File: src/rtl/seq_divider_if.sv
// Handshake and data bundle between the ALU (master) and seq_divider (slave).
interface seq_divider_if #(
   parameter int unsigned WIDTH = 16
);
   logic             div_start;
   logic [WIDTH-1:0] div_b;
   logic [WIDTH-1:0] div_a;
   logic             div_busy;
   logic             div_done;
   logic [WIDTH-1:0] div_result;
   logic [WIDTH-1:0] div_rem;
   logic             div_dz;

   modport master (
      output div_start, div_b, div_a,
      input  div_busy, div_done, div_result, div_rem, div_dz
   );

   modport slave (
      input  div_start, div_b, div_a,
      output div_busy, div_done, div_result, div_rem, div_dz
   );
endinterface

File: src/rtl/seq_divider.sv
// seq_divider: multi-cycle restoring unsigned divider, one quotient bit per clock.
// result = div_b / div_a, remainder = div_b % div_a; divide by zero yields
// quotient all ones and remainder = dividend, with div_dz set.
// Optional macro DIV_ZERO_FAST_EN: a zero divisor completes one edge after the
// start is accepted instead of running all WIDTH iterations.
module seq_divider #(
   parameter int unsigned WIDTH = 16
) (
   input logic         clk,
   input logic         rst_n,
   seq_divider_if.slave dif
);
   localparam int unsigned CW = $clog2(WIDTH + 1);

   typedef enum logic {
      ST_IDLE = 1'b0,
      ST_RUN  = 1'b1
   } state_t;

   state_t           state_q, state_d;
   logic [CW-1:0]    cnt_q, cnt_d;
   logic [WIDTH:0]   prem_q, prem_d;
   // Dividend bits shift out of the top while quotient bits shift in at the bottom.
   logic [WIDTH-1:0] quo_q, quo_d;
   logic [WIDTH-1:0] dvs_q, dvs_d;
   logic             busy_q, busy_d;
   logic             done_q, done_d;
   logic             dz_q, dz_d;
   logic [WIDTH-1:0] res_q, res_d;
   logic [WIDTH-1:0] rmd_q, rmd_d;

   logic [WIDTH:0]   shifted;
   logic [WIDTH:0]   trial;
   logic             qbit;
   logic [WIDTH-1:0] quo_next;
   logic [WIDTH:0]   prem_next;
   logic             fast_zero;

   // quo_q still holds the untouched dividend on the first RUN cycle, so the
   // fast path can report it directly as the remainder.
`ifdef DIV_ZERO_FAST_EN
   assign fast_zero = (dvs_q == '0);
`else
   assign fast_zero = 1'b0;
`endif

   // One restoring step: shift in the next dividend bit, subtract if it fits.
   always_comb begin
      shifted   = {prem_q[WIDTH-1:0], quo_q[WIDTH-1]};
      trial     = shifted - {1'b0, dvs_q};
      qbit      = (shifted >= {1'b0, dvs_q});
      quo_next  = {quo_q[WIDTH-2:0], qbit};
      prem_next = qbit ? trial : shifted;
   end

   // Next-state, working-register and output-register updates.
   always_comb begin
      state_d = state_q;
      cnt_d   = cnt_q;
      prem_d  = prem_q;
      quo_d   = quo_q;
      dvs_d   = dvs_q;
      busy_d  = busy_q;
      done_d  = 1'b0;
      dz_d    = dz_q;
      res_d   = res_q;
      rmd_d   = rmd_q;

      case (state_q)
         ST_IDLE: begin
            if (dif.div_start) begin
               quo_d   = dif.div_b;
               dvs_d   = dif.div_a;
               prem_d  = '0;
               cnt_d   = CW'(WIDTH);
               busy_d  = 1'b1;
               state_d = ST_RUN;
            end
         end
         ST_RUN: begin
            if (fast_zero) begin
               res_d   = '1;
               rmd_d   = quo_q;
               dz_d    = 1'b1;
               done_d  = 1'b1;
               busy_d  = 1'b0;
               cnt_d   = '0;
               state_d = ST_IDLE;
            end else begin
               prem_d = prem_next;
               quo_d  = quo_next;
               cnt_d  = cnt_q - CW'(1);
               if (cnt_q == CW'(1)) begin
                  res_d   = quo_next;
                  rmd_d   = prem_next[WIDTH-1:0];
                  dz_d    = (dvs_q == '0);
                  done_d  = 1'b1;
                  busy_d  = 1'b0;
                  state_d = ST_IDLE;
               end
            end
         end
         default: begin
            state_d = ST_IDLE;
         end
      endcase
   end

   // State and register bank with asynchronous active-low reset.
   always_ff @(posedge clk or negedge rst_n) begin
      if (!rst_n) begin
         state_q <= ST_IDLE;
         cnt_q   <= '0;
         prem_q  <= '0;
         quo_q   <= '0;
         dvs_q   <= '0;
         busy_q  <= 1'b0;
         done_q  <= 1'b0;
         dz_q    <= 1'b0;
         res_q   <= '0;
         rmd_q   <= '0;
      end else begin
         state_q <= state_d;
         cnt_q   <= cnt_d;
         prem_q  <= prem_d;
         quo_q   <= quo_d;
         dvs_q   <= dvs_d;
         busy_q  <= busy_d;
         done_q  <= done_d;
         dz_q    <= dz_d;
         res_q   <= res_d;
         rmd_q   <= rmd_d;
      end
   end

   assign dif.div_busy   = busy_q;
   assign dif.div_done   = done_q;
   assign dif.div_result = res_q;
   assign dif.div_rem    = rmd_q;
   assign dif.div_dz     = dz_q;
endmodule

File: src/flat_wrapper.sv
// flat-port wrapper written by rule: the top's interface ports become plain ports
module seq_divider_flat 
#(
   parameter int unsigned WIDTH = 16
)
  (clk, rst_n, dif_div_start, dif_div_b, dif_div_a, dif_div_busy, dif_div_done, dif_div_result, dif_div_rem, dif_div_dz);
  seq_divider_if #(.WIDTH(WIDTH)) dif_i ();
  input logic clk;
  input logic rst_n;
  input wire logic [$bits(dif_i.div_start)-1:0] dif_div_start;
  input wire logic [$bits(dif_i.div_b)-1:0] dif_div_b;
  input wire logic [$bits(dif_i.div_a)-1:0] dif_div_a;
  output wire logic [$bits(dif_i.div_busy)-1:0] dif_div_busy;
  output wire logic [$bits(dif_i.div_done)-1:0] dif_div_done;
  output wire logic [$bits(dif_i.div_result)-1:0] dif_div_result;
  output wire logic [$bits(dif_i.div_rem)-1:0] dif_div_rem;
  output wire logic [$bits(dif_i.div_dz)-1:0] dif_div_dz;
  assign dif_i.div_start = dif_div_start;
  assign dif_i.div_b = dif_div_b;
  assign dif_i.div_a = dif_div_a;
  assign dif_div_busy = dif_i.div_busy;
  assign dif_div_done = dif_i.div_done;
  assign dif_div_result = dif_i.div_result;
  assign dif_div_rem = dif_i.div_rem;
  assign dif_div_dz = dif_i.div_dz;
  seq_divider #(.WIDTH(WIDTH)) u_core (.clk(clk), .rst_n(rst_n), .dif(dif_i));
endmodule
File: config.mk
export PLATFORM = sky130hd
export DESIGN_NAME = seq_divider_flat
export DESIGN_NICKNAME = d
export VERILOG_FILES = /design/src/rtl/seq_divider_if.sv /design/src/rtl/seq_divider.sv /design/src/flat_wrapper.sv
export SDC_FILE = /design/constraint.sdc
export NUM_CORES = 1
export LEC_CHECK = 0
export CELL_PAD_IN_SITES_DETAIL_PLACEMENT = 0
export CELL_PAD_IN_SITES_GLOBAL_PLACEMENT = 1
export CORE_MARGIN = 4
export CORE_UTILIZATION = 45
export DETAILED_ROUTE_END_ITERATION = 16
export GPL_TIMING_DRIVEN = 1
export PLACE_DENSITY = 0.82
export SLEW_MARGIN = 40
export SYNTH_ARGS = -nofsm -noshare
export SYNTH_HDL_FRONTEND = slang
export SYNTH_SLANG_ARGS = --single-unit
export TNS_END_PERCENT = 10
File: constraint.sdc
create_clock -name clk -period 7.2 [get_ports clk]
set_clock_uncertainty 0.1 [all_clocks]
set_input_delay 2.16 -clock clk [delete_from_list [all_inputs] [get_ports clk]]
set_output_delay 2.16 -clock clk [all_outputs]
set_load 0.03 [all_outputs]
=== Word-level counts from Yosys, hierarchy flattened ===
Cells that the tools add are included.

* Latch bits: 0
* Bits in read-only memories: 0
* Bits in writable memories: 0
* Register bits: 89
* Memories kept: 0

* $add $sub $neg: 2
* Div/mod/pow operators: 0
* Bitwise operators: 1
* Magnitude comparators: 1
* Reduce and logical (&&, ||, !) cells: 4
* Multipliers: 0
* Shift operators: 0
* Muxes and demuxes: 15
* Eq/ne operators: 3

{| class="wikitable"
|+ Operators with widths
! kind !! number
|-
| 16-bit one-hot mux with 2 select lines || 2
|-
| 16-bit two-way mux || 3
|-
| 17-bit by 16-bit greater-or-equal comparator with 1-bit output || 1
|-
| 16-bit logical NOT || 1
|-
| 16-bit subtractor || 1
|-
| 5-bit one-hot mux with 2 select lines || 1
|-
| 1-bit two-way mux || 6
|-
| 2-bit AND reduction || 3
|-
| 5-bit by 1-bit == test with 1-bit output (second input constant) || 1
|-
| 5-bit two-way mux || 1
|-
| 5-bit by 1-bit subtractor with 5-bit output (second input constant) || 1
|-
| 2-bit inequality test (second input constant) || 2
|-
| 1-bit one-hot mux with 2 select lines || 2
|-
| 1-bit inverter || 1
|}

=== Logic depth before layout (Yosys ltp) ===
* Depth in word-level cells: 3
* Gate-level depth with buffers: 10

=== Worst setup path after synthesis ===
No wires, ideal clock.

* Path type: input to register
* Start point: in dif_div_start
* End point: reg u_core.prem_q[10]
* Arrival time: 3102 ps
* Setup slack: 3862 ps
* Buffers on the path: 2
* Cell stages on the path: 5
* Required time: 6964 ps
* Path through: clkbuf_1 -> buf_1 -> nor3b_1 -> a41oi_1 -> o21ai_0

* Word-level cells in the longest chain between the ends: 1

{| class="wikitable"
|+ RTL lines
! element !! RTL line !! source
|-
| start: declaration || flat_wrapper.sv:10 || <nowiki>input wire logic [$bits(dif_i.div_start)-1:0] dif_div_start;</nowiki>
|-
| 2-bit inequality test (no source line) || n/a ||
|-
| end signal: assignment || seq_divider.sv:125 || <nowiki>prem_q <= prem_d;</nowiki>
|-
| end: declaration || seq_divider.sv:22 || <nowiki>logic [WIDTH:0] prem_q, prem_d;</nowiki>
|}

Every way passes these cells.
A chain may end at the register's enable or synchronous reset.

=== Final worst setup path ===
* Start point: in dif_div_start
* End point: reg u_core.dvs_q[0]

* Word-level cells in the longest chain between the ends: 1

{| class="wikitable"
|+ RTL lines
! element !! RTL line !! source
|-
| 2-bit AND reduction (no source line) || n/a ||
|-
| end signal: assignment || seq_divider.sv:127 || <nowiki>dvs_q <= dvs_d;</nowiki>
|-
| end: declaration || seq_divider.sv:25 || <nowiki>logic [WIDTH-1:0] dvs_q, dvs_d;</nowiki>
|}

Every way passes these cells.

==> qor.csv <==
stage,metric,value,unit
clock_tree,clock_sinks,89,
power,p_per_area,585,mW/mm^2
placed_design,dp_hpwl,8320,um
sta,setup_viol,0,
clock_tree,cts_resized,0,
global_routing,grt_pass1_wl,20200,um
die,row_count,37,
sta,rsz0062_at_grt,false,
die,die_w,112,um
layout,fin_nets,625,
clock_tree,cts_tree,done,
flow_run,maxCapViolations,0,
layout,syn_to_final_growth,19.8,%
detailed_routing,wl_per_cell,16.6,um
critical_path,crit_fanout,34,
clock_tree,clk_pin_slew_worst_paths,0.09,ns
clock_tree,ctsRootBufferMaster,clkbuf_8,
run_status,status,finished clean,
critical_path,reg2reg_slack,4.33,ns
detailed_routing,vias,3914,
sta,finalCritPeriodShare,54.9,%
synthesis,synth_xor_area_share,2.87,%
synthesis,ys.flop_type,dfrtp_1,
global_routing,grt_pass1_vias,3962,
global_routing,grt.total_usage,19.7,%
clock_tree,cts_made_buffers,9,
synthesis,synth_compound_area_share,20.7,%
placed_design,placed_area,0.00565,mm^2
synthesis,synth_seq_cells,89,
clock_tree,htreeDepth,3,
sta,worst_slack,3.24,ns
sta,fin_crit,3.96,ns
synthesis,synth_area_leaders,"dfrtp_1 46%, nand2_1 8.8%, o21ai_0 5.1%",
layout,layout.cells.non_filler,712,
synthesis,muxShareOfSynthArea,3.92,%
sta,fmax,0.253,GHz
power,p_leak,2.57,nW
synthesis,postSynthCellCount,516,
die,dieHeight,112,um
layout,drive_gt1_share,8.16,%
die,ios,70,
synthesis,async_reset_ff_share,100,%
synthesis,syn_avg_cell_area,9.48,um^2
sta,tns,0,ns
detailed_routing,drtIter0Drc,209,
synthesis,synth_top_area_share,45.5,%
detailed_routing,wl,11800,um
detailed_routing,drc,0,
clock_tree,cts_buffer_depth,2,
synthesis,synth_top_family_by_area,compound AO/OA/AOI/OAI gates,
clock_tree,insertion_delay,0.37,ns
sta,hold_violations,0,
die,initial_core_util,46.7,%
worst_hold_path,holdCritPathClass,flop to flop,
critical_path,arrival,4.11,ns
synthesis,ys_seq_area_share,45.5,%
synthesis,synthSimpleGateAreaFrac,17.1,%
die,core_area,0.0105,mm^2
placed_design,dp.cells,696,
placed_design,preCtsSetupSlack,2.86,ns
synthesis,synthesis.nets,570,
power,ir_drop,0.280,mV
synthesis,yosys.area.top_type,dfrtp_1,
synthesis,yosys-top-cells-count,"114 x nand2_1, 89 x dfrtp_1, 50 x o21ai_0",
sta,maxSlewViolCount,0,
sta,max_slew.worst_pin.slew,0.776,ns
clock_tree,ctsHoldBuffers,0,
layout,diodes,0,
critical_path,worst_setup_path_end_kind,flop,
synthesis,synth_fa_ha_area_share,5.02,%
placed_design,place_congestion,0.888,
global_routing,grt_max_degree,55,
sta,slew_headroom,48.2,%
die,die_area,0.0126,mm^2
power,total_power,0.00343,W
detailed_routing,viasPerCell,5.50,
synthesis,yosysMostFrequentCell,nand2_1,
detailed_routing,dr.pass1.iters,5,
synthesis,synth-edff-count,0,
placed_design,portBuffers,69,
critical_path,path_class,input port to flop,
global_routing,antenna_found_initial,0,
detailed_routing,postRouteAntennaNets,0,
layout,fillers,976,
layout,finish.instance_area,0.00586,mm^2
critical_path,critPathLaunchType,input port,
critical_path,worstPathRequired,7.35,ns
global_routing,grt_overflow_total,0,
clock_tree,cts_setup_buffers,0,
synthesis,synth_cell_types,55,
synthesis,yosys_warnings,0,
synthesis,syn_area,0.00489,mm^2
final cells by class:
class	count	area (um^2)	area share, %
clock inverter	5	62.6	1.07
inverter	23	86.3	1.47
tap	136	170	2.91
clock buffer	11	141	2.41
multi-input combinational	373	2440	41.6
sequential	89	2230	38.0
timing repair buffer	75	733	12.5
path summary, 6_finish.rpt:
| check | startpoint | end | depth (start not counted) |
|---|---|---|---|
| min in group asynchronous | rst_n | u_core.dvs_q[12]$_DFFE_PN0P_ | 1 |
| max in group asynchronous | rst_n | u_core.prem_q[1]$_DFFE_PN0P_ | 2 |
| worst min register to register | u_core.dif.div_result[4]$_DFFE_PN0P_ | u_core.dif.div_result[4]$_DFFE_PN0P_ | 2 |
| worst min-delay path | u_core.dif.div_result[4]$_DFFE_PN0P_ | u_core.dif.div_result[4]$_DFFE_PN0P_ | 2 |
| worst max register to register | u_core.prem_q[8]$_DFFE_PN0P_ | u_core.prem_q[1]$_DFFE_PN0P_ | 8 |
| worst max-delay path | dif_div_start | u_core.dvs_q[0]$_DFFE_PN0P_ | 4 |
layer usage:
layer / global-route usage, % / vias up / wire, um
li1: - / 1941 / -
met1: 27.9 / 1891 / 5730
met2: 30.6 / 69 / 5530
met3: 2.75 / 13 / 372
met4: 7.85 / 0 / 177
met5: 0 / - / 0
placed cells by master (no fill, tap or decap), types with 7 or more instances in the layout:
master and count:
nand2_1 114, nand4_1 7, mux2i_1 18, buf_4 7, o31ai_1 11, clkbuf_8 10
xnor2_1 10, clkdlybuf4s50_1 68, nor2_1 13, a21oi_1 22, dfrtp_1 89, inv_1 23
nor3_1 7, o21ai_0 50, ha_1 18, a21o_1 9
registers in the layout, summed over array words and instances, names as in the netlist:
register / cells
u_core.dvs_q: 16
u_core.dif.div_busy: 1
u_core.dif.div_done: 1
u_core.cnt_q: 5
u_core.state_q: 1
u_core.dif.div_result: 16
u_core.dif.div_dz: 1
u_core.dif.div_rem: 16
u_core.prem_q: 16
u_core.quo_q: 16
where the power goes:
group | internal (W) | total (W) | switching (W)
Combinational | 0.000872 | 0.00213 | 0.00126
Sequential | 0.000754 | 0.000934 | 0.000179
Clock | 0.000173 | 0.000361 | 0.000189
through the flow:
stage	utilization, %	hold WS [ns]
2_1_floorplan	-	0.360
3_3_place_gp	54.0	0.357
3_5_place_dp	54.0	0.363
4_1_cts	56.0	0.386
5_1_grt	56.0	0.410
6_report	56.0	0.376
kinds of logic (layout without fill, tap and decap cells):
logic type	Yosys count	count (layout)
flip-flops	89	89
AO/OA/AOI/OAI	141	141
multiplexers	19	19
XOR/XNOR	16	16
buffers and inverters	54	114
AND/OR/NAND/NOR	178	178
adder cells (fa/ha/maj)	19	19
worst max-delay path, cell delays in order:
cell             delay, ns
clkdlybuf4s50_1       0.46
buf_4                 0.45
nor2b_4               0.62
mux2_2                0.40
(Power assumes the default switching activity.)
